`src/rtl/pan_pkg.sv`:
```
// Shared definitions for the PAN digit serializer: length limits, widths
// and the FSM state encoding.
package pan_pkg;

  localparam int MAX_LEN_DEF = 19;
  localparam int MIN_LEN_DEF = 1;
  localparam int DIGIT_W     = 4;
  localparam int LEN_W       = 5;

  typedef enum logic [1:0] {
    IDLE,
    START,
    SEND,
    DONE
  } state_t;

endpackage

```
`src/rtl/pan_serializer.sv`:
```
// Serializes a packed PAN one 4-bit digit per enabled cycle, framed by
// start / pan_end / done pulses, with abort and illegal-length handling.
module pan_serializer
  import pan_pkg::*;
#(
  parameter int MAX_LEN = MAX_LEN_DEF,
  parameter int MIN_LEN = MIN_LEN_DEF
) (
  input  logic                       clk,
  input  logic                       rst,
  input  logic                       load_valid,
  output logic                       load_ready,
  input  logic [DIGIT_W*MAX_LEN-1:0] pan_digits,
  input  logic [LEN_W-1:0]           pan_len,
  input  logic                       tx_en,
  input  logic                       abort_req,
  output logic                       start,
  output logic                       digit_valid,
  output logic [DIGIT_W-1:0]         digit_out,
  output logic                       pan_end,
  output logic                       abort,
  output logic                       busy,
  output logic                       done,
  output logic                       len_err
);

  localparam int SHIFT_W = DIGIT_W * MAX_LEN;

  state_t               state, state_d;
  logic [SHIFT_W-1:0]   shreg, shreg_d;
  logic [LEN_W-1:0]     remaining, remaining_d;
  logic                 start_d, digit_valid_d, pan_end_d, abort_d, done_d, len_err_d;
  logic [DIGIT_W-1:0]   digit_out_d;
  logic                 len_ok;

  assign len_ok     = (pan_len >= LEN_W'(MIN_LEN)) && (pan_len <= LEN_W'(MAX_LEN));
  assign busy       = (state != IDLE);
  assign load_ready = (state == IDLE);

  always_comb begin
    // NOTE: every signal gets a default before the case so no path can
    // leave one unassigned and infer a latch.
    state_d       = state;
    shreg_d       = shreg;
    remaining_d   = remaining;
    len_err_d     = len_err;
    start_d       = 1'b0;
    digit_valid_d = 1'b0;
    digit_out_d   = '0;
    pan_end_d     = 1'b0;
    abort_d       = 1'b0;
    done_d        = 1'b0;

    unique case (state)
      IDLE: begin
        if (load_valid) begin
          if (len_ok) begin
            shreg_d     = pan_digits;
            remaining_d = pan_len;
            len_err_d   = 1'b0;
            start_d     = 1'b1;
            state_d     = START;
          end else begin
            len_err_d = 1'b1;
          end
        end
      end
      START, SEND: begin
        // Abort wins over any digit or done issue on the same edge.
        if (abort_req) begin
          abort_d = 1'b1;
          state_d = IDLE;
        end else if (remaining == '0) begin
          done_d  = 1'b1;
          state_d = DONE;
        end else begin
          state_d = SEND;
          if (tx_en) begin
            digit_valid_d = 1'b1;
            digit_out_d   = shreg[DIGIT_W-1:0];
            pan_end_d     = (remaining == LEN_W'(1));
            shreg_d       = shreg >> DIGIT_W;
            remaining_d   = remaining - LEN_W'(1);
          end
        end
      end
      DONE: state_d = IDLE;
      default: state_d = IDLE;
    endcase
  end

  // NOTE: sequential state uses non-blocking assignments only, so every
  // register samples the pre-edge values regardless of statement order.
  always_ff @(posedge clk) begin
    if (rst) begin
      state       <= IDLE;
      shreg       <= '0;
      remaining   <= '0;
      start       <= 1'b0;
      digit_valid <= 1'b0;
      digit_out   <= '0;
      pan_end     <= 1'b0;
      abort       <= 1'b0;
      done        <= 1'b0;
      len_err     <= 1'b0;
    end else begin
      state       <= state_d;
      shreg       <= shreg_d;
      remaining   <= remaining_d;
      start       <= start_d;
      digit_valid <= digit_valid_d;
      digit_out   <= digit_out_d;
      pan_end     <= pan_end_d;
      abort       <= abort_d;
      done        <= done_d;
      len_err     <= len_err_d;
    end
  end

endmodule

```
`config.mk`:
```
export PLATFORM = sky130hd
export DESIGN_NAME = pan_serializer
export DESIGN_NICKNAME = d
export VERILOG_FILES = /design/src/rtl/pan_pkg.sv /design/src/rtl/pan_serializer.sv
export SDC_FILE = /design/constraint.sdc
export NUM_CORES = 1
export LEC_CHECK = 0
export ABC_CLOCK_PERIOD_IN_PS = 2200
export CORE_ASPECT_RATIO = 0.7
export CORE_UTILIZATION = 46
export CTS_CLUSTER_SIZE = 8
export DETAILED_ROUTE_END_ITERATION = 6
export HOLD_SLACK_MARGIN = 0.03
export PLACE_DENSITY_LB_ADDON = 0.15
export SKIP_CTS_REPAIR_TIMING = 1
export SKIP_LAST_GASP = 1
export SYNTH_ARGS = -nofsm -noshare
export SYNTH_HDL_FRONTEND = slang
export SYNTH_SLANG_ARGS = --single-unit
```
`constraint.sdc`:
```
create_clock -name clk -period 2.2 [get_ports clk]
set_input_delay 0.44 -clock clk [delete_from_list [all_inputs] [get_ports clk]]
set_output_delay 0.44 -clock clk [all_outputs]
set_load 0.01 [all_outputs]
```
==> impl_metrics.env <==
export IMPL_outcome="complete, no violations"
export IMPL_grt_max_degree=78
export IMPL_p_switching_mw=2.87
export IMPL_cts_tree="done"
export IMPL_cp_slowest_cell="or4b_4"
export IMPL_irDropWorstVdd_v=0.000591
export IMPL_drc=0
export IMPL_grt_overflow=0
export IMPL_die_x_um=119
export IMPL_synth_edf_count=0
export IMPL_clkPwrFrac=0.213
export IMPL_ys_warn_count=0
export IMPL_first_pass_iters=4
export IMPL_max_cap_violations=0
export IMPL_cp_required_ps=2390
export IMPL_timing_final_crit_share=0.980
export IMPL_drive_gt1_frac=0.211
export IMPL_cp_cell_sequence="inv_1 -> ha_2 -> or4b_4 -> a32o_4 -> buf_8 -> a21oi_1 -> a211oi_2"
export IMPL_numCtsBuffers=9
export IMPL_finalPower_mw=7.86
export IMPL_synthTopCellsByCount="dfxtp_1 (93), a21oi_1 (84), mux2i_1 (73), a211oi_2 (40), a211oi_1 (33)"
export IMPL_clockBufferDepth=2
export IMPL_yosysUniqueCellTypes=38
export IMPL_yosys_most_used_dff="dfxtp_1"
export IMPL_clock_sinks=93
export IMPL_h_tree_depth=3
export IMPL_p_leak_nw=2.16
export IMPL_setup_viol=0
export IMPL_synthArstFlopShare=0
export IMPL_start_util=0.480
export IMPL_dp_hpwl_um=7050
export IMPL_critPathBufInv=2
export IMPL_postSynthNetCount=524
export IMPL_worstSetupPathType="reg2reg"
export IMPL_period_needed_ps=2160
export IMPL_synth_seq_cells=93
export IMPL_drt_iter0_drc=225
export IMPL_relSlewSlack=0.550
export IMPL_grt_pass1_vias=3572
export IMPL_crit_arrival_ps=2350
export IMPL_pin_count=98
export IMPL_die_h_um=84.1
export IMPL_finClkSkew_ps=6.19
export IMPL_vias=3735
export IMPL_sequentialPowerShare=0.322
export IMPL_grt_pass1_wl_um=17800
export IMPL_syn_inst=434
export IMPL_yosysSeqAreaShare=0.421
export IMPL_start_kind="flop"
export IMPL_synth_largest_area_cell="dfxtp_1"
export IMPL_fill_cells=738
export IMPL_cp_top_family="compound AO/OA/AOI/OAI gates"
export IMPL_drt_wl_total_um=10900
export IMPL_dp_cells=635
export IMPL_power_density_nw_per_um2=1290
export IMPL_diodes=0
export IMPL_clk_pin_slew_ps=60
export IMPL_synth_top_area_frac=0.421
export IMPL_worst_pin_slew_ps=675
export IMPL_synth_area_um2=4430
export IMPL_antenna_found_initial=0
export IMPL_grt_use_total=0.221
export IMPL_antenna_left=0
export IMPL_regArea_um2=1860
export IMPL_avgSynthCellArea_um2=10.2
export IMPL_synth_area_top_cells="dfxtp_1 (42%), mux2i_1 (17%), a211oi_2 (11%)"
export IMPL_fin_cells=654
export IMPL_wire_per_inst_um=16.7
export IMPL_cp_end_kind="flop"
export IMPL_comb_power_share=0.465
export IMPL_multi_input_area_um2=2430
export IMPL_synth_most_common_cell="dfxtp_1"
export IMPL_syn2layout_area_growth_pct=37.9
export IMPL_port_buffers=97
export IMPL_internal_power_mw=4.99
export IMPL_nets=615
export IMPL_hold_class="reg2reg"
export IMPL_core_area_um2=9220
export IMPL_num_rows=29
export IMPL_sw_frac_of_total=0.365
export IMPL_hold_viol_final=0
export IMPL_crit_path_max_incr_delay_ps=520
export IMPL_cts_root_buffer="clkbuf_16"
export IMPL_via_per_inst=5.71
export IMPL_gp_congestion=0.793
export IMPL_clk_latency_ps=340
export IMPL_cp_max_fo=20
export IMPL_die_area_um2=10000
export IMPL_slew_violations=0
export IMPL_max_freq_mhz=464
export IMPL_grt_setup_unrepaired="yes"
stage by stage:
step	worst slack, ps	util	setup TNS [ps]	hold slack (ps)	cell area, um^2
global placement	-94.1	0.609	-5280	446	5610
CTS	-2.40	0.644	-2.40	464	5940
global route	-35.3	0.662	-320	495	6100
floorplan	150	-	0	431	4430
detailed placement	-156	0.609	-8000	447	5610
finish	44.8	0.662	0	461	6100
logic make-up after synthesis:
kind of cell | count (synthesis) | share of synthesized area
muxes | 73 | 0.165
and+or+nand+nor | 38 | 0.0497
AOI/OAI and AO/OA | 174 | 0.298
DFF | 93 | 0.421
adders and majority gates | 4 | 0.0113
buffers and inverters | 52 | 0.0557
layer usage:
layer / up-vias / GRT usage / part of all wire
met5: - / 0 / 0
met4: 0 / 0.0610 / 0.0072
met3: 8 / 0.0464 / 0.045
met2: 89 / 0.339 / 0.45
met1: 1804 / 0.311 / 0.50
li1: 1834 / - / -
sequential cells by signal, indices dropped and copies added (netlist names):
| signal | flops |
|---|---|
| digit_out | 4 |
| digit_valid | 1 |
| abort | 1 |
| done | 1 |
| pan_end | 1 |
| start | 1 |
| shreg | 76 |
| remaining | 5 |
| state | 2 |
| len_err | 1 |
worst paths after layout:
kind | end | cells past startpoint | slack (ps) | start
hold / removal | digit_out[0] | 1 | 460 | shreg[0]
setup reg to reg | shreg[43] | 7 | 40 | remaining[0]
setup / recovery | shreg[43] | 7 | 40 | remaining[0]
hold reg to reg | digit_out[0] | 1 | 460 | shreg[0]
worst register-to-register path, cell delays in order (launching register included):
cell and delay [ps]:
dfxtp_1 340, inv_1 110, ha_2 210, or4b_4 520, a32o_4 390, buf_8 200
a21oi_1 200, a211oi_2 60
power by group through the flow:
stage	logic, mW	clock network, mW	registers [mW]
floorplan	2.49	0	2.46
global placement	3.23	0	2.52
finish	3.66	1.67	2.53
CTS	3.33	1.70	2.50
global route	3.97	1.77	2.59
detailed placement	3.31	0	2.53
cell usage in the layout (no fill, tap or decap), types with 3 or more instances in the layout:
cell type / instances
mux2i_1: 73
buf_12: 6
o21ai_0: 4
nor3_1: 3
a21oi_1: 67
and2_1: 4
nor2_1: 6
a21oi_2: 17
a211oi_1: 32
clkdlybuf4s50_1: 96
clkbuf_16: 11
inv_1: 7
dfxtp_1: 93
nand4_1: 5
buf_4: 19
a211oi_2: 41
nand2_1: 6
cell type report:
type	instances	share of cell area
Timing Repair Buffer	125	0.213
Inverter	7	0.00431
Sequential cell	93	0.305
Tap cell	124	0.0254
Multi-Input combinational cell	289	0.399
Clock inverter	4	0.0115
Clock buffer	12	0.0420
(Power assumes the default switching activity.)
==> edit (same flow settings) <==
Make the reset (`rst`) asynchronous in one clocked block.
--- a/src/rtl/pan_serializer.sv
+++ b/src/rtl/pan_serializer.sv
@@ -92,5 +92,5 @@
   // NOTE: sequential state uses non-blocking assignments only, so every
   // register samples the pre-edge values regardless of statement order.
-  always_ff @(posedge clk) begin
+  always_ff @(posedge clk or posedge rst) begin
     if (rst) begin
       state       <= IDLE;
Function: differs if rst is asserted again (counterexample within 4 cycles, from zero or initial values and one cycle with rst high); with rst held inactive, the same outputs for 4 cycles.
==> edit against the unedited design <==
Critical path type unchanged; critical path depth unchanged; combinational power up 45%; sequential cell count unchanged; design area down 0.16%; clock skew about the same; hold slack better by 0.014 ns; area after synthesis up 1.2%; setup slack better by 0.028 ns; cell count down 0.92%; global-route usage down 0.22 points; total power up 26%; routed wire length down 1.5%; synthesized cell count down 2.8%.
==> edit: results (changes against the unedited design) <==
[synthesis]
syn-instance-count=422  ; -2.8%
synthArstFlopShare_pct=100  ; +100 points
yosys-top-cells-count=a21oi_1, dfrtp_1, mux2i_1
yosysUniqueCellTypes=31  ; -18%
yosys.area_share.adder_pct=1.12  ; -0.013 points
yosys-top-cells-area=dfrtp_1, a21oi_1, mux2i_1, buf_6, buf_2
synth_fp_nets=512  ; -2.3%

[pwr]
leakagePower_nw=2.61  ; +21%
comb_power_share_pct=53.6  ; +7.1 points
clkPwrFrac_pct=16.4  ; -4.9 points
ir_drop_mv=0.838  ; +42%
combinationalPower_mw=5.30  ; +45%
p_switching_mw=3.97  ; +38%

[cells_and_area]
fin_nets=609  ; -0.98%
area_growth_pct=36.1
stdcell_count=648  ; -0.92%
drive_above_1_share_pct=12.6  ; -8.5 points
nFillCells=748  ; +1.4%

[sta]
slew_headroom_pct=66.2  ; +11 points
hold_slack_ns=0.475  ; +0.0136 ns
period_share_pct=96.7  ; -1.3 points

[setup_path]
cp_max_fo=21  ; +5.0%
reg2reg_slack_ns=0.07  ; +0.03 ns

[place]
post-dp-hpwl_mm=6.88  ; -2.4%
post-place-cells=631  ; -0.63%
place_ws_ns=-0.0836  ; +0.0724 ns
place_congestion=0.808  ; +1.8%

[routing]
vias_per_cell=5.51  ; -3.6%
drt_iter0_drc=215  ; -4.4%
dr.pass1.iters=5  ; +1
wl_mm=10.8  ; -1.5%

[status]
status=finished, final reports clean

[grt]
grt_pass1_wl_mm=17.4  ; -2.6%
grt_max_degree=94  ; +21%

==> edit: cell count changes after synthesis, sizes merged, moves of 5 or more <==
cell    change
dfrtp      +93
dfxtp      -93
buf         +5
a211oi     -73
clkbuf     -13
inv         +6
a21oi      +64
==> edit: cells by family (layout without fill, tap and decap cells) <==
| logic type | count (synthesis) | count (layout) |
|---|---|---|
| multiplexers | 75 | 75 |
| adder cells (fa/ha/maj) | 4 | 4 |
| buffers and inverters | 50 | 152 |
| flip-flops | 93 | 93 |
| AO/OA/AOI/OAI | 164 | 164 |
| AND/OR/NAND/NOR | 36 | 36 |
==> edit: layer usage <==
metal	up-vias	global-route usage (%)	part of all wire, %
met3	9	5.98	4.8
met2	93	32.4	46
met1	1747	31.6	48
met4	0	5.57	0.94
li1	1719	-	-
met5	-	0	0
==> edit: cell type report <==
cell class	count	share of cell area [%]
clock buffers	11	3.82
clock inverters	5	1.23
inverters	13	0.862
multi-input cells	279	32.4
flip-flops and latches	93	38.2
well taps	124	2.55
repair buffers	123	20.9
